[src/rtl/alu_pkg.sv]
// alu_pkg: opcodes, FSM state encoding and flag bit indices shared by the sequential ALU.
package alu_pkg;
    localparam logic [2:0] OP_ADD = 3'd0;
    localparam logic [2:0] OP_SUB = 3'd1;
    localparam logic [2:0] OP_MUL = 3'd2;
    localparam logic [2:0] OP_DIV = 3'd3;
    localparam logic [2:0] OP_REM = 3'd4;
    localparam logic [2:0] OP_AND = 3'd5;
    localparam logic [2:0] OP_OR  = 3'd6;
    localparam logic [2:0] OP_XOR = 3'd7;
    typedef enum logic [1:0] {S_IDLE, S_ITER, S_FIN} state_t;
    localparam int FLAG_Z  = 3;
    localparam int FLAG_N  = 2;
    localparam int FLAG_V  = 1;
    localparam int FLAG_DZ = 0;
endpackage

[src/rtl/alu_seq_n_if.sv]
// alu_seq_n_if: start/done request bundle of the sequential ALU.
// ALU_HI_RESULT_EN adds the result_hi response signal.
interface alu_seq_n_if #(parameter int WIDTH = 16);
    logic             start;
    logic [2:0]       opcode;
    logic             sgn;
    logic [WIDTH-1:0] A;
    logic [WIDTH-1:0] B;
    logic [WIDTH-1:0] result;
    logic [3:0]       flags;
    logic             busy;
    logic             done;
`ifdef ALU_HI_RESULT_EN
    logic [WIDTH-1:0] result_hi;
    modport master(output start, opcode, sgn, A, B, input result, flags, busy, done, result_hi);
    modport slave(input start, opcode, sgn, A, B, output result, flags, busy, done, result_hi);
`else
    modport master(output start, opcode, sgn, A, B, input result, flags, busy, done);
    modport slave(input start, opcode, sgn, A, B, output result, flags, busy, done);
`endif
endinterface

[src/rtl/seq_divider_n.sv]
// seq_divider_n: unsigned restoring divider, one quotient bit per i_step after i_load.
module seq_divider_n #(
    parameter int WIDTH = 16
) (
    input  logic             clk,
    input  logic             reset_n,
    input  logic             i_load,
    input  logic             i_step,
    input  logic [WIDTH-1:0] i_dividend,
    input  logic [WIDTH-1:0] i_divisor,
    output logic [WIDTH-1:0] o_quotient,
    output logic [WIDTH-1:0] o_remainder
);
    logic [WIDTH-1:0] r_quo, r_rem, r_div;
    logic [WIDTH:0]   w_trial, w_diff;
    // remainder stays below the divisor, so bit WIDTH of the difference is the borrow
    assign w_trial = {r_rem, r_quo[WIDTH-1]};
    assign w_diff  = w_trial - {1'b0, r_div};
    assign o_quotient  = r_quo;
    assign o_remainder = r_rem;
    always_ff @(posedge clk or negedge reset_n) begin
        if (!reset_n) begin
            r_quo <= '0;
            r_rem <= '0;
            r_div <= '0;
        end else if (i_load) begin
            r_quo <= i_dividend;
            r_rem <= '0;
            r_div <= i_divisor;
        end else if (i_step) begin
            r_quo <= {r_quo[WIDTH-2:0], ~w_diff[WIDTH]};
            r_rem <= w_diff[WIDTH] ? w_trial[WIDTH-1:0] : w_diff[WIDTH-1:0];
        end
    end
endmodule

[src/rtl/alu_seq_n.sv]
// alu_seq_n: sequential ALU executing one operation per start/done transaction.
// Optional feature macro ALU_HI_RESULT_EN adds result_hi (MUL high half, DIV remainder, REM quotient).
module alu_seq_n
    import alu_pkg::*;
#(
    parameter int WIDTH = 16
) (
    input  logic       clk,
    input  logic       reset_n,
    alu_seq_n_if.slave bus
);
    localparam int M  = WIDTH - 1;
    localparam int CW = $clog2(WIDTH);
    localparam logic [CW-1:0] LAST = CW'(WIDTH - 1);
    state_t r_state, w_next;
    logic [CW-1:0] r_cnt;
    logic [2:0] r_op;
    logic r_sgn, r_busy, r_done;
    logic [WIDTH-1:0] r_a, r_b, r_hi, r_lo, r_result;
    logic [3:0] r_flags, w_flags;
    logic w_accept, w_iter_in, w_na, w_nb, w_neg, w_dz, w_min_m1, w_v;
    logic [WIDTH-1:0] w_mag_a, w_mag_b, w_mb, w_q, w_r, w_qs, w_rs, w_res;
    logic [WIDTH:0] w_add, w_sub, w_madd;
    logic [2*WIDTH-1:0] w_prod, w_sprod;
    assign w_accept  = r_state == S_IDLE && bus.start;
    assign w_iter_in = bus.opcode == OP_MUL || ((bus.opcode == OP_DIV || bus.opcode == OP_REM) && bus.B != '0);
    assign w_mag_a   = (bus.sgn && bus.A[M]) ? -bus.A : bus.A;
    assign w_mag_b   = (bus.sgn && bus.B[M]) ? -bus.B : bus.B;
    assign w_na      = r_sgn && r_a[M];
    assign w_nb      = r_sgn && r_b[M];
    assign w_neg     = w_na ^ w_nb;
    assign w_mb      = w_nb ? -r_b : r_b;
    assign w_madd    = {1'b0, r_hi} + (r_lo[0] ? {1'b0, w_mb} : '0);
    assign w_add     = {1'b0, r_a} + {1'b0, r_b};
    assign w_sub     = {1'b0, r_a} - {1'b0, r_b};
    assign w_prod    = {r_hi, r_lo};
    assign w_sprod   = w_neg ? -w_prod : w_prod;
    assign w_qs      = w_neg ? -w_q : w_q;
    assign w_rs      = w_na ? -w_r : w_r;
    assign w_dz      = (r_op == OP_DIV || r_op == OP_REM) && r_b == '0;
    assign w_min_m1  = r_sgn && r_a == {1'b1, {M{1'b0}}} && &r_b;
    seq_divider_n #(.WIDTH(WIDTH)) u_div (
        .clk        (clk),
        .reset_n    (reset_n),
        .i_load     (w_accept),
        .i_step     (r_state == S_ITER),
        .i_dividend (w_mag_a),
        .i_divisor  (w_mag_b),
        .o_quotient (w_q),
        .o_remainder(w_r)
    );
    always_ff @(posedge clk or negedge reset_n) begin
        if (!reset_n) r_state <= S_IDLE;
        else r_state <= w_next;
    end
    always_comb begin
        w_next = r_state;
        case (r_state)
            S_IDLE:  w_next = !bus.start ? S_IDLE : w_iter_in ? S_ITER : S_FIN;
            S_ITER:  w_next = r_cnt == LAST ? S_FIN : S_ITER;
            default: w_next = S_IDLE;
        endcase
    end
    always_comb begin
        w_res = r_a ^ r_b;
        w_v   = 1'b0;
        case (r_op)
            OP_ADD: begin
                w_res = w_add[M:0];
                w_v   = r_sgn ? (r_a[M] == r_b[M] && w_add[M] != r_a[M]) : w_add[WIDTH];
            end
            OP_SUB: begin
                w_res = w_sub[M:0];
                w_v   = r_sgn ? (r_a[M] != r_b[M] && w_sub[M] != r_a[M]) : w_sub[WIDTH];
            end
            OP_MUL: begin
                w_res = w_sprod[M:0];
                w_v   = r_sgn ? !(&w_sprod[2*WIDTH-1:M] || ~|w_sprod[2*WIDTH-1:M]) : |w_prod[2*WIDTH-1:WIDTH];
            end
            OP_DIV: begin
                w_res = w_dz ? '1 : w_qs;
                w_v   = w_min_m1;
            end
            OP_REM: begin
                w_res = w_dz ? r_a : w_rs;
                w_v   = w_min_m1;
            end
            OP_AND:  w_res = r_a & r_b;
            OP_OR:   w_res = r_a | r_b;
            default: ;
        endcase
        w_flags          = '0;
        w_flags[FLAG_Z]  = w_res == '0;
        w_flags[FLAG_N]  = w_res[M];
        w_flags[FLAG_V]  = w_v;
        w_flags[FLAG_DZ] = w_dz;
    end
    always_ff @(posedge clk or negedge reset_n) begin
        if (!reset_n) begin
            r_cnt    <= '0;
            r_op     <= '0;
            r_sgn    <= 1'b0;
            r_a      <= '0;
            r_b      <= '0;
            r_hi     <= '0;
            r_lo     <= '0;
            r_result <= '0;
            r_flags  <= '0;
            r_busy   <= 1'b0;
            r_done   <= 1'b0;
        end else begin
            r_done <= r_state == S_FIN;
            r_cnt  <= r_state == S_ITER ? r_cnt + 1'b1 : '0;
            if (w_accept) begin
                r_op   <= bus.opcode;
                r_sgn  <= bus.sgn;
                r_a    <= bus.A;
                r_b    <= bus.B;
                r_hi   <= '0;
                r_lo   <= w_mag_a;
                r_busy <= w_iter_in;
            end else if (r_state == S_ITER) begin
                {r_hi, r_lo} <= {w_madd, r_lo[M:1]};
            end
            if (r_state == S_FIN) begin
                r_result <= w_res;
                r_flags  <= w_flags;
                r_busy   <= 1'b0;
            end
        end
    end
    assign bus.result = r_result;
    assign bus.flags  = r_flags;
    assign bus.busy   = r_busy;
    assign bus.done   = r_done;
`ifdef ALU_HI_RESULT_EN
    logic [WIDTH-1:0] r_res_hi, w_hi;
    assign w_hi = r_op == OP_MUL ? w_sprod[2*WIDTH-1:WIDTH] :
                  r_op == OP_DIV ? (w_dz ? r_a : w_rs) :
                  r_op == OP_REM ? (w_dz ? '1 : w_qs) : '0;
    always_ff @(posedge clk or negedge reset_n) begin
        if (!reset_n) r_res_hi <= '0;
        else if (r_state == S_FIN) r_res_hi <= w_hi;
    end
    assign bus.result_hi = r_res_hi;
`endif
endmodule

[src/flat_wrapper.sv]
// flat-port wrapper written by rule: the top's interface ports become plain ports
module alu_seq_n_flat import alu_pkg::*;
#(
    parameter int WIDTH = 16
)
  (clk, reset_n, bus_start, bus_opcode, bus_sgn, bus_A, bus_B, bus_result, bus_flags, bus_busy, bus_done);
  alu_seq_n_if #(.WIDTH(WIDTH)) bus_i ();
  input  logic clk;
  input  logic reset_n;
  input wire logic [$bits(bus_i.start)-1:0] bus_start;
  input wire logic [$bits(bus_i.opcode)-1:0] bus_opcode;
  input wire logic [$bits(bus_i.sgn)-1:0] bus_sgn;
  input wire logic [$bits(bus_i.A)-1:0] bus_A;
  input wire logic [$bits(bus_i.B)-1:0] bus_B;
  output wire logic [$bits(bus_i.result)-1:0] bus_result;
  output wire logic [$bits(bus_i.flags)-1:0] bus_flags;
  output wire logic [$bits(bus_i.busy)-1:0] bus_busy;
  output wire logic [$bits(bus_i.done)-1:0] bus_done;
  assign bus_i.start = bus_start;
  assign bus_i.opcode = bus_opcode;
  assign bus_i.sgn = bus_sgn;
  assign bus_i.A = bus_A;
  assign bus_i.B = bus_B;
  assign bus_result = bus_i.result;
  assign bus_flags = bus_i.flags;
  assign bus_busy = bus_i.busy;
  assign bus_done = bus_i.done;
  alu_seq_n #(.WIDTH(WIDTH)) u_core (.clk(clk), .reset_n(reset_n), .bus(bus_i));
endmodule
[config.mk]
export PLATFORM = sky130hd
export DESIGN_NAME = alu_seq_n_flat
export DESIGN_NICKNAME = d
export VERILOG_FILES = /design/src/rtl/alu_pkg.sv /design/src/rtl/alu_seq_n_if.sv /design/src/rtl/seq_divider_n.sv /design/src/rtl/alu_seq_n.sv /design/src/flat_wrapper.sv
export SDC_FILE = /design/constraint.sdc
export NUM_CORES = 1
export LEC_CHECK = 0
export CORE_MARGIN = 10
export CORE_UTILIZATION = 50
export DETAILED_ROUTE_END_ITERATION = 10
export GPL_TIMING_DRIVEN = 1
export PLACE_DENSITY_LB_ADDON = 0.2
export SLEW_MARGIN = 30
export SYNTH_ARGS = -nofsm -noshare
export SYNTH_HDL_FRONTEND = slang
export SYNTH_SLANG_ARGS = --single-unit
[constraint.sdc]
create_clock -name clk -period 5.1 [get_ports clk]
set_input_delay 0.51 -clock clk [delete_from_list [all_inputs] [get_ports clk]]
set_output_delay 0.51 -clock clk [all_outputs]
set_load 0.02 [all_outputs]
# Word level (Yosys, flattened, before mapping)
# Index checks and enable logic that the tools add are counted.
# totals
ff_bits	144
in_bits	39
out_inout_bits	22
wordCells	107
# classes
addsub	11
n_eq_ne	17
mux	30
bitwise	5
n_reduce_logical	29
# op_table
cell	count
$mux 16	17
$pmux 16 s7	1
$neg 16->16	5
$logic_not 16->1	2
$mux 32	1
$neg 32->32	1
$add 16x16->17	1
$add 16x17->17	1
$reduce_and 17->1	1
$reduce_or 17->1	1
$sub 16x16->17	1
$sub 17x16->17	1
$and 16x16->16	1
$eq 16x16->1 const B	1
$or 16x16->16	1
$reduce_and 16->1	1
$reduce_bool 16->1	1
$reduce_or 16->1	1
$xor 16x16->16	1
$eq 3x2->1 const B	4
$eq 3x3->1 const B	4
$logic_and 1x1->1	11
$mux 2	3
$mux 1	5
other kinds (18)	25

# Longest topological paths before layout
# logic_depth
depth_word	9
ltp_mapped	18
ltp_nobuf	16

# Modules after synthesis
# From an unflattened synthesis, not the netlist that was laid out.
# hier_totals
cells_unflattened	1664
area_unflattened_um2	12969.9
# by_module_without_submodules
module	instances	cells_per_inst	area_each_um2	seq_area_each_um2
alu_seq_n	1	1332	9925.8	2377.3
seq_divider_n	1	332	3044.2	1201.2

# Least setup slack after synthesis
# No wires, ideal clock.
# synth_path
path_type	reg2reg
from	reg u_core.r_sgn
to	reg u_core.r_hi[14]
setup_time_ns	0.133
arrival_ns	4.049
required_time_ns	4.967
path_slack_ns	0.918
path_stages_with_launch	19
path_buffers	4
synth_period_minus_slack_ns	4.182
path_cell_list	dfrtp_1 -> buf_1 -> clkbuf_1 -> clkbuf_1 -> and2_1 -> clkbuf_1 -> nand2_1 -> a21oi_1 -> ha_1 -> a21o_1 -> a21oi_1 -> o21bai_1 -> a31o_2 -> a211oi_1 -> nor3_1 -> or4_1 -> a21oi_1 -> xor2_1 -> o21ai_0
# synth_via
elab_chain_cells	6
# synth_rtl
element	line_no	text
start: declaration	alu_seq_n.sv:18	logic r_sgn, r_busy, r_done;
start signal: assignment	alu_seq_n.sv:116	r_sgn <= bus.sgn;
$logic_and 1x1->1	alu_seq_n.sv:30	assign w_nb = r_sgn && r_b[M];
$mux 16	alu_seq_n.sv:32	assign w_mb = w_nb ? -r_b : r_b;
$mux 16	alu_seq_n.sv:33	assign w_madd = {1'b0, r_hi} + (r_lo[0] ? {1'b0, w_mb} : '0);
$add 16x17->17	alu_seq_n.sv:33	
$mux 16	alu_seq_n.sv:122	end else if (r_state == S_ITER) begin
$mux 16	alu_seq_n.sv:114	if (w_accept) begin
end signal: assignment	alu_seq_n.sv:123	{r_hi, r_lo} <= {w_madd, r_lo[M:1]};
end: declaration	alu_seq_n.sv:19	logic [WIDTH-1:0] r_a, r_b, r_hi, r_lo, r_result;
# No other way between the ends. The select of a mux whose other input is x is not followed.
# A chain may end at the register's enable or synchronous reset.

# Worst setup path in the final report
# layout_path
from	reg u_core.r_b[1]
to	reg u_core.r_hi[14]
# layout_via
elab_chain_cells	6
# layout_rtl
element	line_no	text
start: declaration	alu_seq_n.sv:19	
start signal: assignment	alu_seq_n.sv:118	r_b <= bus.B;
$neg 16->16	alu_seq_n.sv:32	
$mux 16 (*)	alu_seq_n.sv:32	
$mux 16 (*)	alu_seq_n.sv:33	
$add 16x17->17 (*)	alu_seq_n.sv:33	
$mux 16 (*)	alu_seq_n.sv:122	
$mux 16 (*)	alu_seq_n.sv:114	
# Mark *: on every way between the ends. The rest lies on a longest branch, timed or not. The select of a mux whose other input is x is not followed.

==> flow_summary.json <==
{
  "grt_pass1_wl_mm": 72.2,
  "dp_slack_ns": 0.959,
  "cp-end-kind": "flip-flop",
  "final_area_sq_mm": 0.0143,
  "syn_to_final_growth_pct": 10.7,
  "syn-cell-area_sq_mm": 0.0129,
  "die_area_sq_mm": 0.0327,
  "placement.io_buffers": 60,
  "worstPathBufferInverterCount": 1,
  "postCtsHoldBufs": 0,
  "antenna_cells": 0,
  "cp_slowest_cell": "or4_1",
  "ir_drop_v": 0.000394,
  "die_w_um": 181,
  "synthArstFlopShare_pct": 100,
  "synth_edf_count": 0,
  "fin_skew_ns": 0.0169,
  "yosysSeqAreaShare_pct": 27.5,
  "p_int_mw": 5.25,
  "start_util_pct": 51.0,
  "path_clk_slew_ns": 0.06,
  "dr.pass1.iters": 7,
  "die_y_um": 181,
  "clockPowerShare_pct": 10.8,
  "fin_setup_tns_ns": 0,
  "root_buffer": "clkbuf_16",
  "wire_per_inst_um": 24.0,
  "grt_antenna_before_repair": 0,
  "drc": 0,
  "cts_resized": 0,
  "cpMostUsedCell": "ha_1",
  "power.switching_mw": 6.10,
  "finalSetupViolations": 0,
  "core_area_sq_mm": 0.0253,
  "cts_setup_buffers": 0,
  "clk_latency_ns": 0.45,
  "syn_nets": 1745,
  "ys_seq_elements": 142,
  "num-nets-final": 1752,
  "syn_inst": 1611,
  "switching_share_pct": 53.8,
  "hold_violations": 0,
  "setup_slack_ns": 0.862,
  "placed_area_sq_mm": 0.0137,
  "worstPathArrival_ns": 4.53,
  "hp-class": "input port to asynchronous set/reset pin",
  "cts.sinks": 142,
  "power_frac_seq_pct": 21.7,
  "antenna_left": 0,
  "cpLargestDelayFamily": "simple AND/OR/NAND/NOR gates",
  "critPathMaxStageDelay_ns": 0.49,
  "critPathLaunchType": "flip-flop",
  "fin_crit_ns": 4.24,
  "drv_slew": 0,
  "grt_remaining_overflow": 0,
  "max-slew-margin-rel_pct": 40.3,
  "drt_iter0_drc": 1408,
  "synthDistinctLibCells": 92,
  "rsz0062_at_grt": "false",
  "ys_warn_count": 0,
  "power_mw": 11.3,
  "drv_cap": 0,
  "status": "finished, final reports clean",
  "dp_hpwl_mm": 35.8,
  "drt_wl_total_mm": 47.1,
  "p_leak_nw": 6.05,
  "io_pins": 61,
  "cts_buffers": 17,
  "viasPerCell": 6.59,
  "finalCritPeriodShare_pct": 83.1,
  "path_cells": "inv_1 -> ha_1 -> nor4b_1 -> nand2_1 -> o31ai_1 -> xnor2_1 -> nor2_1 -> ha_1 -> or3_1 -> a211oi_1 -> nor3_1 -> or4_1 -> a21oi_1 -> xor2_1 -> o21ai_0",
  "htreeDepth": 4,
  "synth_flop_cell": "dfrtp_1",
  "gp_congestion": 1.01,
  "cts_tree": "yes",
  "clock_path_buffers": 2,
  "post_route_cells_drive_above_1_share_pct": 5.58,
  "worst_pin_slew_ns": 0.892,
  "std_cell_rows": 58,
  "fmax_ghz": 0.236,
  "crit_path_max_fanout": 7,
  "grt_util_all_layers_pct": 27.8,
  "grt_pass1_vias": 11800,
  "critical_path_class": "flip-flop to flip-flop",
  "vias": 12900,
  "worst_ep_required_time_ns": 5.39,
  "syn_area_per_cell_sq_um": 8.02,
  "comb_power_share_pct": 67.5,
  "grt_start_max_net_pins": 100,
  "p_per_area_mw_per_mm2": 794
}
[cell families (layout without fill, tap and decap cells)]
| family | after synthesis | after routing | synth area share [%] |
|---|---|---|---|
| flops | 142 | 142 | 27.5 |
| simple gates | 529 | 529 | 20.3 |
| xor+xnor | 117 | 117 | 8.05 |
| buf+inv | 185 | 205 | 5.61 |
| mux | 29 | 29 | 2.27 |
| compound gates | 514 | 514 | 26.8 |
| fa+ha+maj | 95 | 95 | 9.44 |
[flip-flops by register name, indices dropped and copies added (netlist names), 4 cells and up]
name,count
u_core.bus.flags,4
u_core.bus.result,15
u_core.r_a,16
u_core.r_b,15
u_core.r_cnt,4
u_core.r_hi,16
u_core.r_lo,16
u_core.u_div.o_quotient,16
u_core.u_div.o_remainder,16
u_core.u_div.r_div,16
[placed cells by master (no fill, tap or decap), types with 6 or more instances in the layout]
cell             count
nor4b_1              6
clkdlybuf4s50_1     59
nand3_1             29
xnor2_1             69
o31ai_1             22
o211ai_1            17
a221o_1             33
o21ai_0            179
a31oi_1             16
o21a_1              15
o311ai_0             7
clkbuf_16           17
o41ai_1              8
nand2_1            165
inv_1               89
or3_1               33
nand2b_1            18
a211oi_1            19
nand4_1              9
nor4_1              21
o22ai_1             10
and2_1              11
a21o_1              23
mux2i_1             27
and3_1              11
ha_1                91
a21oi_1             73
or2_2                7
xor2_1              46
nor2_1             115
nor2b_1             13
buf_4               23
or4_1               12
o21bai_1             8
a32oi_1              9
dfrtp_1            142
nor3_1              46
[metrics by stage]
stage          hold slack (ns)  instances  util (%)
2_1_floorplan            0.214       1611         -
3_3_place_gp             0.451       1929      54.2
3_5_place_dp             0.470       1929      54.2
4_1_cts                  0.231       1961      56.4
5_1_grt                  0.208       1961      56.4
6_report                 0.154       1961      56.4
[worst paths after layout]
check | start | to | slack (ns) | cells after the start
max in group asynchronous | reset_n | u_core.r_lo[4] | 3.78 | 2
min in group clk | u_core.bus.result[8] | u_core.bus.result[8] | 0.48 | 2
min reg2reg | u_core.bus.result[8] | u_core.bus.result[8] | 0.48 | 2
max reg2reg | u_core.r_b[1] | u_core.r_hi[14] | 0.86 | 15
min | reset_n | u_core.r_cnt[3] | 0.15 | 1
max | u_core.r_b[1] | u_core.r_hi[14] | 0.86 | 15
[Yosys cell counts, drive strengths merged, types with 14 or more instances]
| library cell | n | area (sq um) |
|---|---|---|
| a21oi | 73 | 365 |
| a211oi | 19 | 143 |
| o31ai | 23 | 178 |
| or4 | 14 | 113 |
| o21a | 15 | 113 |
| mux2i | 27 | 270 |
| a21o | 23 | 173 |
| xor2 | 47 | 419 |
| nor2 | 116 | 443 |
| a221o | 33 | 330 |
| a31oi | 16 | 100 |
| ha | 91 | 1140 |
| nand3 | 29 | 145 |
| nand2b | 18 | 113 |
| dfrtp | 142 | 3550 |
| o21ai | 183 | 916 |
| or3 | 34 | 218 |
| nor2b | 14 | 87.6 |
| nor4 | 22 | 144 |
| nand2 | 166 | 623 |
| clkbuf | 76 | 285 |
| o211ai | 17 | 128 |
| nor3 | 46 | 230 |
| inv | 89 | 334 |
| buf | 19 | 101 |
| xnor2 | 70 | 621 |
[power groups by stage]
stage / sequential [mW] / combinational (mW) / clock (mW)
global route: 2.53 / 8.31 / 1.27
detailed placement: 2.44 / 7.46 / 0
floorplan: 2.13 / 5.50 / 0
finish: 2.47 / 7.66 / 1.22
global placement: 2.44 / 7.43 / 0
CTS: 2.43 / 7.51 / 1.24
[per-layer routing]
metal | up-vias | track usage [%] | part of all wire, %
li1 | 5919 | - | -
met1 | 6232 | 38.6 | 44
met2 | 677 | 43.3 | 44
met3 | 87 | 4.04 | 8.1
met4 | 0 | 9.35 | 3.1
met5 | - | 0 | 0
[area by class of cell]
class | instances | area (sq um)
inverters | 90 | 338
clock buffers | 19 | 443
flip-flops and latches | 142 | 3550
repair buffers | 83 | 777
well taps | 330 | 413
clock inverters | 13 | 106
fillers | 2363 | 11000
multi-input cells | 1284 | 8660
(Power assumes the default switching activity.)
